`src/rtl/rggen_rtl_pkg.sv`:
```
// Shared types for the rggen register-bus blocks.
package rggen_rtl_pkg;

    // Response status returned by a register-bus slave.
    typedef enum logic [1:0] {
        RGGEN_OKAY         = 2'b00,
        RGGEN_EXOKAY       = 2'b01,
        RGGEN_SLAVE_ERROR  = 2'b10,
        RGGEN_DECODE_ERROR = 2'b11
    } rggen_status;

endpackage

```
`src/rtl/rggen_bus_if.sv`:
```
// Register-bus interface: one request channel (valid/ready handshake)
// plus the response status and read data returned with ready.
interface rggen_bus_if #(
    parameter int ADDRESS_WIDTH = 8,
    parameter int BUS_WIDTH     = 32
) ();
    import rggen_rtl_pkg::*;

    logic                     valid;
    logic                     ready;
    logic [ADDRESS_WIDTH-1:0] address;
    logic                     write;
    logic [BUS_WIDTH-1:0]     write_data;
    logic [BUS_WIDTH/8-1:0]   strobe;
    rggen_status              status;
    logic [BUS_WIDTH-1:0]     read_data;

    modport master (
        output valid, address, write, write_data, strobe,
        input  ready, status, read_data
    );

    modport slave (
        input  valid, address, write, write_data, strobe,
        output ready, status, read_data
    );
endinterface

```
`src/rtl/rggen_round_robin_arbiter.sv`:
```
// Combinational round-robin arbiter: picks the first set request at
// i_pointer, i_pointer+1, ... (mod N). The pointer register lives in
// the parent so it only advances when a grant is actually taken.
module rggen_round_robin_arbiter #(
    parameter int N = 2
) (
    input  logic [N-1:0]                        i_request,
    input  logic [((N > 1) ? $clog2(N) : 1)-1:0] i_pointer,
    output logic [N-1:0]                        o_grant,
    output logic [((N > 1) ? $clog2(N) : 1)-1:0] o_index
);
    localparam int PW = (N > 1) ? $clog2(N) : 1;

    logic [PW-1:0] cand_index [N];
    logic [N-1:0]  cand_hit;

    // Candidate k is requester (pointer + k) mod N; the wrap is an explicit
    // subtract so non-power-of-2 N never selects a non-existent requester.
    for (genvar gi = 0; gi < N; gi++) begin : g_cand
        logic [PW:0] sum;
        assign sum            = {1'b0, i_pointer} + (PW+1)'(gi);
        assign cand_index[gi] = (sum >= (PW+1)'(N)) ? PW'(sum - (PW+1)'(N)) : sum[PW-1:0];
        assign cand_hit[gi]   = i_request[cand_index[gi]];
    end

    // First hit in pointer order wins.
    always_comb begin
        logic found;
        found   = 1'b0;
        o_index = '0;
        o_grant = '0;
        for (int k = 0; k < N; k++) begin
            if (!found && cand_hit[k]) begin
                found   = 1'b1;
                o_index = cand_index[k];
            end
        end
        if (found) begin
            o_grant = N'(1) << o_index;
        end
    end
endmodule

```
`src/rtl/rggen_bus_arbiter.sv`:
```
// Shares one downstream register bus between REQUESTERS upstream
// requesters. One transaction at a time, round-robin order; the request
// is latched at grant and the response is returned with a one-cycle
// o_ready pulse to the granted requester. All outputs are registered.
module rggen_bus_arbiter
    import rggen_rtl_pkg::*;
#(
    parameter int REQUESTERS    = 2,
    parameter int ADDRESS_WIDTH = 8,
    parameter int BUS_WIDTH     = 32
) (
    input  logic                                i_clk,
    input  logic                                i_rst,
    input  logic [REQUESTERS-1:0]               i_valid,
    input  logic [REQUESTERS*ADDRESS_WIDTH-1:0] i_address,
    input  logic [REQUESTERS-1:0]               i_write,
    input  logic [REQUESTERS*BUS_WIDTH-1:0]     i_write_data,
    input  logic [REQUESTERS*BUS_WIDTH/8-1:0]   i_strobe,
    output logic [REQUESTERS-1:0]               o_ready,
    output rggen_status                         o_status,
    output logic [BUS_WIDTH-1:0]                o_read_data,
    rggen_bus_if.master                         bus_if
);
    localparam int PW = (REQUESTERS > 1) ? $clog2(REQUESTERS) : 1;
    localparam int SW = BUS_WIDTH / 8;

    typedef enum logic [1:0] {
        IDLE,
        REQUEST,
        RESPONSE
    } state_t;

    state_t                   state_reg;
    logic [PW-1:0]            ptr_reg;
    logic [REQUESTERS-1:0]    grant_reg;
    logic [REQUESTERS-1:0]    ready_reg;
    rggen_status              status_reg;
    logic [BUS_WIDTH-1:0]     read_data_reg;
    logic                     valid_reg;
    logic [ADDRESS_WIDTH-1:0] address_reg;
    logic                     write_reg;
    logic [BUS_WIDTH-1:0]     write_data_reg;
    logic [SW-1:0]            strobe_reg;

    logic [REQUESTERS-1:0]    arb_grant;
    logic [PW-1:0]            arb_index;
    logic [PW-1:0]            ptr_next;

    logic [ADDRESS_WIDTH-1:0] address_slice    [REQUESTERS];
    logic [BUS_WIDTH-1:0]     write_data_slice [REQUESTERS];
    logic [SW-1:0]            strobe_slice     [REQUESTERS];

    // Split the flat request buses into per-requester slices.
    for (genvar gi = 0; gi < REQUESTERS; gi++) begin : g_slice
        assign address_slice[gi]    = i_address[gi*ADDRESS_WIDTH +: ADDRESS_WIDTH];
        assign write_data_slice[gi] = i_write_data[gi*BUS_WIDTH +: BUS_WIDTH];
        assign strobe_slice[gi]     = i_strobe[gi*SW +: SW];
    end

    rggen_round_robin_arbiter #(
        .N (REQUESTERS)
    ) u_arbiter (
        .i_request (i_valid),
        .i_pointer (ptr_reg),
        .o_grant   (arb_grant),
        .o_index   (arb_index)
    );

    // Pointer moves just past the winner, wrapping explicitly at REQUESTERS-1.
    assign ptr_next = (arb_index == PW'(REQUESTERS - 1)) ? '0 : arb_index + PW'(1);

    // Transaction FSM: grant and latch in IDLE, hold the downstream request
    // until ready, then pulse o_ready to the winner for one cycle.
    always_ff @(posedge i_clk) begin
        if (i_rst) begin
            state_reg      <= IDLE;
            ptr_reg        <= '0;
            grant_reg      <= '0;
            ready_reg      <= '0;
            status_reg     <= RGGEN_OKAY;
            read_data_reg  <= '0;
            valid_reg      <= 1'b0;
            address_reg    <= '0;
            write_reg      <= 1'b0;
            write_data_reg <= '0;
            strobe_reg     <= '0;
        end else begin
            ready_reg <= '0;
            case (state_reg)
                IDLE: begin
                    if (|i_valid) begin
                        grant_reg      <= arb_grant;
                        ptr_reg        <= ptr_next;
                        address_reg    <= address_slice[arb_index];
                        write_reg      <= i_write[arb_index];
                        write_data_reg <= write_data_slice[arb_index];
                        strobe_reg     <= strobe_slice[arb_index];
                        valid_reg      <= 1'b1;
                        state_reg      <= REQUEST;
                    end
                end
                REQUEST: begin
                    if (bus_if.ready) begin
                        status_reg    <= bus_if.status;
                        read_data_reg <= bus_if.read_data;
                        valid_reg     <= 1'b0;
                        ready_reg     <= grant_reg;
                        state_reg     <= RESPONSE;
                    end
                end
                RESPONSE: begin
                    state_reg <= IDLE;
                end
                default: begin
                    state_reg <= IDLE;
                end
            endcase
        end
    end

    assign o_ready           = ready_reg;
    assign o_status          = status_reg;
    assign o_read_data       = read_data_reg;
    assign bus_if.valid      = valid_reg;
    assign bus_if.address    = address_reg;
    assign bus_if.write      = write_reg;
    assign bus_if.write_data = write_data_reg;
    assign bus_if.strobe     = strobe_reg;
endmodule

```
`src/flat_wrapper.sv`:
```
// flat-port wrapper written by rule: the top's interface ports become plain ports
module rggen_bus_arbiter_flat import rggen_rtl_pkg::*;
#(
    parameter int REQUESTERS    = 2,
    parameter int ADDRESS_WIDTH = 8,
    parameter int BUS_WIDTH     = 32
)
  (i_clk, i_rst, i_valid, i_address, i_write, i_write_data, i_strobe, o_ready, o_status, o_read_data, bus_if_valid, bus_if_address, bus_if_write, bus_if_write_data, bus_if_strobe, bus_if_ready, bus_if_status, bus_if_read_data);
  rggen_bus_if #(.ADDRESS_WIDTH(ADDRESS_WIDTH), .BUS_WIDTH(BUS_WIDTH)) bus_if_i ();
  input  logic i_clk;
  input  logic i_rst;
  input  logic [REQUESTERS-1:0] i_valid;
  input  logic [REQUESTERS*ADDRESS_WIDTH-1:0] i_address;
  input  logic [REQUESTERS-1:0] i_write;
  input  logic [REQUESTERS*BUS_WIDTH-1:0] i_write_data;
  input  logic [REQUESTERS*BUS_WIDTH/8-1:0] i_strobe;
  output logic [REQUESTERS-1:0] o_ready;
  output rggen_status o_status;
  output logic [BUS_WIDTH-1:0] o_read_data;
  output wire logic [$bits(bus_if_i.valid)-1:0] bus_if_valid;
  output wire logic [$bits(bus_if_i.address)-1:0] bus_if_address;
  output wire logic [$bits(bus_if_i.write)-1:0] bus_if_write;
  output wire logic [$bits(bus_if_i.write_data)-1:0] bus_if_write_data;
  output wire logic [$bits(bus_if_i.strobe)-1:0] bus_if_strobe;
  input wire logic [$bits(bus_if_i.ready)-1:0] bus_if_ready;
  input wire logic [$bits(bus_if_i.status)-1:0] bus_if_status;
  input wire logic [$bits(bus_if_i.read_data)-1:0] bus_if_read_data;
  assign bus_if_valid = bus_if_i.valid;
  assign bus_if_address = bus_if_i.address;
  assign bus_if_write = bus_if_i.write;
  assign bus_if_write_data = bus_if_i.write_data;
  assign bus_if_strobe = bus_if_i.strobe;
  assign bus_if_i.ready = bus_if_ready;
  assign bus_if_i.status = bus_if_status;
  assign bus_if_i.read_data = bus_if_read_data;
  rggen_bus_arbiter #(.REQUESTERS(REQUESTERS), .ADDRESS_WIDTH(ADDRESS_WIDTH), .BUS_WIDTH(BUS_WIDTH)) u_core (.i_clk(i_clk), .i_rst(i_rst), .i_valid(i_valid), .i_address(i_address), .i_write(i_write), .i_write_data(i_write_data), .i_strobe(i_strobe), .o_ready(o_ready), .o_status(o_status), .o_read_data(o_read_data), .bus_if(bus_if_i));
endmodule
```
`config.mk`:
```
export PLATFORM = sky130hd
export DESIGN_NAME = rggen_bus_arbiter_flat
export DESIGN_NICKNAME = d
export VERILOG_FILES = /design/src/rtl/rggen_rtl_pkg.sv /design/src/rtl/rggen_bus_if.sv /design/src/rtl/rggen_round_robin_arbiter.sv /design/src/rtl/rggen_bus_arbiter.sv /design/src/flat_wrapper.sv
export SDC_FILE = /design/constraint.sdc
export NUM_CORES = 1
export LEC_CHECK = 0
export ABC_AREA = 1
export ABC_CLOCK_PERIOD_IN_PS = 2760
export BUFFER_PORTS_ARGS = -buffer_cell sky130_fd_sc_hd__buf_2
export CAP_MARGIN = 20
export CORE_ASPECT_RATIO = 2
export CORE_MARGIN = 10
export CORE_UTILIZATION = 48
export DETAILED_ROUTE_END_ITERATION = 7
export GPL_TIMING_DRIVEN = 0
export PLACE_DENSITY = 0.87
export SKIP_CTS_REPAIR_TIMING = 1
export SYNTH_ARGS = -nofsm -noshare
export SYNTH_HDL_FRONTEND = slang
export SYNTH_SLANG_ARGS = --single-unit
```
`constraint.sdc`:
```
create_clock -name i_clk -period 2.76 [get_ports i_clk]
set_clock_uncertainty 0.2 [all_clocks]
set_input_delay 0.552 -clock i_clk [delete_from_list [all_inputs] [get_ports i_clk]]
set_output_delay 0.552 -clock i_clk [all_outputs]
set_load 0.02 [all_outputs]
```
==> flow_metrics.env <==
export IMPL_path_cells="buf_2"
export IMPL_cts_root_buf="clkbuf_16"
export IMPL_crit_path_start_kind="register"
export IMPL_slowest_delay_ns=0.36
export IMPL_drc=0
export IMPL_final_cell_mix="buf_2 (223), inv_1 (128), nand2_1 (97)"
export IMPL_routed_wire_length_per_instance_um=15.0
export IMPL_rsz0062_at_grt="false"
export IMPL_grt_antenna_before_repair=0
export IMPL_wirelength_um=13400
export IMPL_hold_path_class="reg2reg"
export IMPL_hold_path_depth=2
export IMPL_grt_max_degree=15
export IMPL_layout_setup_ws_ns=1.13
export IMPL_p_leak_nw=3.03
export IMPL_grt_pass1_wl_um=21400
export IMPL_ys_seq_elements=87
export IMPL_num_vias=4388
export IMPL_finalNetCount=922
export IMPL_synth_seq_area_share=0.442
export IMPL_min_period_over_period=0.591
export IMPL_cts_buffers=9
export IMPL_hpwl_um=10900
export IMPL_rr_worst_depth=8
export IMPL_yosysWarnings=0
export IMPL_tightest_slew_ns=0.470
export IMPL_p_total_w=0.00346
export IMPL_ios=211
export IMPL_regArea_mm2=0.00174
export IMPL_syn_area_mm2=0.00394
export IMPL_r2r_setup_slack_ns=1.24
export IMPL_outcome="finished clean"
export IMPL_io_buffers=209
export IMPL_crit_type="reg2out"
export IMPL_initial_core_util=0.492
export IMPL_end_kind="primary output"
export IMPL_cts_tree="built"
export IMPL_dieHeight_um=148
export IMPL_cp_data_arrival_time_ns=0.88
export IMPL_ant_nets=0
export IMPL_synth_net_count=702
export IMPL_yosys_cell_types_count=17
export IMPL_h_tree_depth=3
export IMPL_relSlewSlack=0.687
export IMPL_grt_pass1_vias=4658
export IMPL_multi_input_area_mm2=0.00148
export IMPL_dr_pass1_iters=4
export IMPL_irDropWorstVdd_mv=0.506
export IMPL_worstHoldEndpoint="u_core.o_read_data[29]"
export IMPL_crit_family="flip-flops"
export IMPL_layout_commonest_cell="buf_2"
export IMPL_fp_row_count=46
export IMPL_reg2reg_from="u_core.state_reg[0]"
export IMPL_cp_num_buf_inv=1
export IMPL_fin_area_mm2=0.00540
export IMPL_routabilityCongestion=0.856
export IMPL_syn_avg_cell_area_um2=6.88
export IMPL_area_growth_pct=37.0
export IMPL_clockBufferDepth=2
export IMPL_track_usage=0.206
export IMPL_tns_ns=0
export IMPL_place_ws_ns=0.932
export IMPL_gr_total_overflow=0
export IMPL_critPathMaxFanout=2
export IMPL_slew_viol_final=0
export IMPL_p_per_area_mw_per_mm2=641
export IMPL_min_period_ns=1.63
export IMPL_setup_viol=0
export IMPL_syn_inst=573
export IMPL_antenna_cells=0
export IMPL_worstReg2RegEnd="u_core.bus_if.write_data[28]"
export IMPL_fp_dieArea_mm2=0.0125
export IMPL_post_dp_cell_area_mm2=0.00511
export IMPL_cp_slowest_cell="dfxtp_1"
export IMPL_numClockSinks=87
export IMPL_drive_above_1_share=0.320
export IMPL_viasPerCell=4.91
export IMPL_fmax_ghz=0.613
export IMPL_fillCellCount=701
export IMPL_initialDrtViolationCount=145
export IMPL_die_width_um=84.1
export IMPL_drv_cap=0
export IMPL_hold_viol=0
export IMPL_holdWs_ns=0.238
export IMPL_crit_required_ns=2.01
export IMPL_holdCritStartpoint="u_core.o_read_data[29]"
export IMPL_clk_latency_ns=0.33
export IMPL_clk_pin_slew_ns=0.06
export IMPL_coreArea_mm2=0.00800
layer usage:
layer  routed length (um)  share of wire  track usage  vias up
li1                     -              -            -     2215
met1                 4480           0.33        0.179     1930
met2                 7050           0.52        0.379      198
met3                 1310          0.097       0.0821       45
met4                  599          0.045        0.123        0
met5                    0              0            0        -
synthesized netlist by cell type:
library cell	count	area share
inv_1	128	0.12
nand2_1	97	0.092
nand3_1	90	0.11
dfxtp_1	87	0.44
a21oi_1	83	0.11
o21ai_0	34	0.043
buf_2	14	0.018
clkbuf_1	13	0.012
buf_4	6	0.011
buf_6	6	0.017
nor2_1	6	0.0057
inv_2	2	0.0019
nand2_2	2	0.0032
nor3b_1	2	0.0038
nand2_4	1	0.0029
nand3_2	1	0.0025
nand3b_1	1	0.0019
worst register-to-register path, cell delays in order (launching register included):
cell	delay (ns)
dfxtp_1	0.34
inv_2	0.05
nand2_1	0.04
nor2_1	0.16
buf_4	0.24
buf_6	0.17
nand3_1	0.10
nand2_1	0.08
inv_1	0.04
worst max path at each step:
stage / slack (ns) / end / start / cells after the start
5_1_grt: 1.11 / o_read_data[13] / u_core.o_read_data[13] / 1
6_report: 1.13 / o_read_data[22] / u_core.o_read_data[22] / 1
4_1_cts: 1.13 / o_read_data[22] / u_core.o_read_data[22] / 1
3_3_place_gp: 0.93 / u_core.bus_if.address[5] / i_valid[0] / 8
3_5_place_dp: 0.93 / u_core.grant_reg[1] / i_valid[0] / 7
2_1_floorplan: 1.29 / u_core.o_read_data[0] / i_rst / 5
area by class of cell:
cell class                 instances  share of cell area
buffer                            39              0.0429
clock buffer                      11              0.0431
clock inverter                     5              0.0109
inverter                         130              0.0904
multi-input combinational        317               0.274
sequential                        87               0.323
tap                               96              0.0223
timing repair buffer             209               0.194
metrics by stage:
stage	std cells	utilization
after global routing	894	0.675
after CTS	894	0.675
after global placement	878	0.638
final	894	0.675
after floorplan	573	-
after detailed placement	878	0.638
logic make-up after synthesis:
group	after synthesis	share of synthesized area
AND/OR/NAND/NOR	200	0.227
buffers and inverters	169	0.183
flip-flops	87	0.442
AO/OA/AOI/OAI	117	0.149
power by group:
group          internal, W  total [W]  switching, W
clock network     0.000702    0.00119      0.000484
logic             0.000312   0.000834      0.000522
registers          0.00138    0.00144     0.0000598
Note: power is estimated with default switching activity, not from simulation.
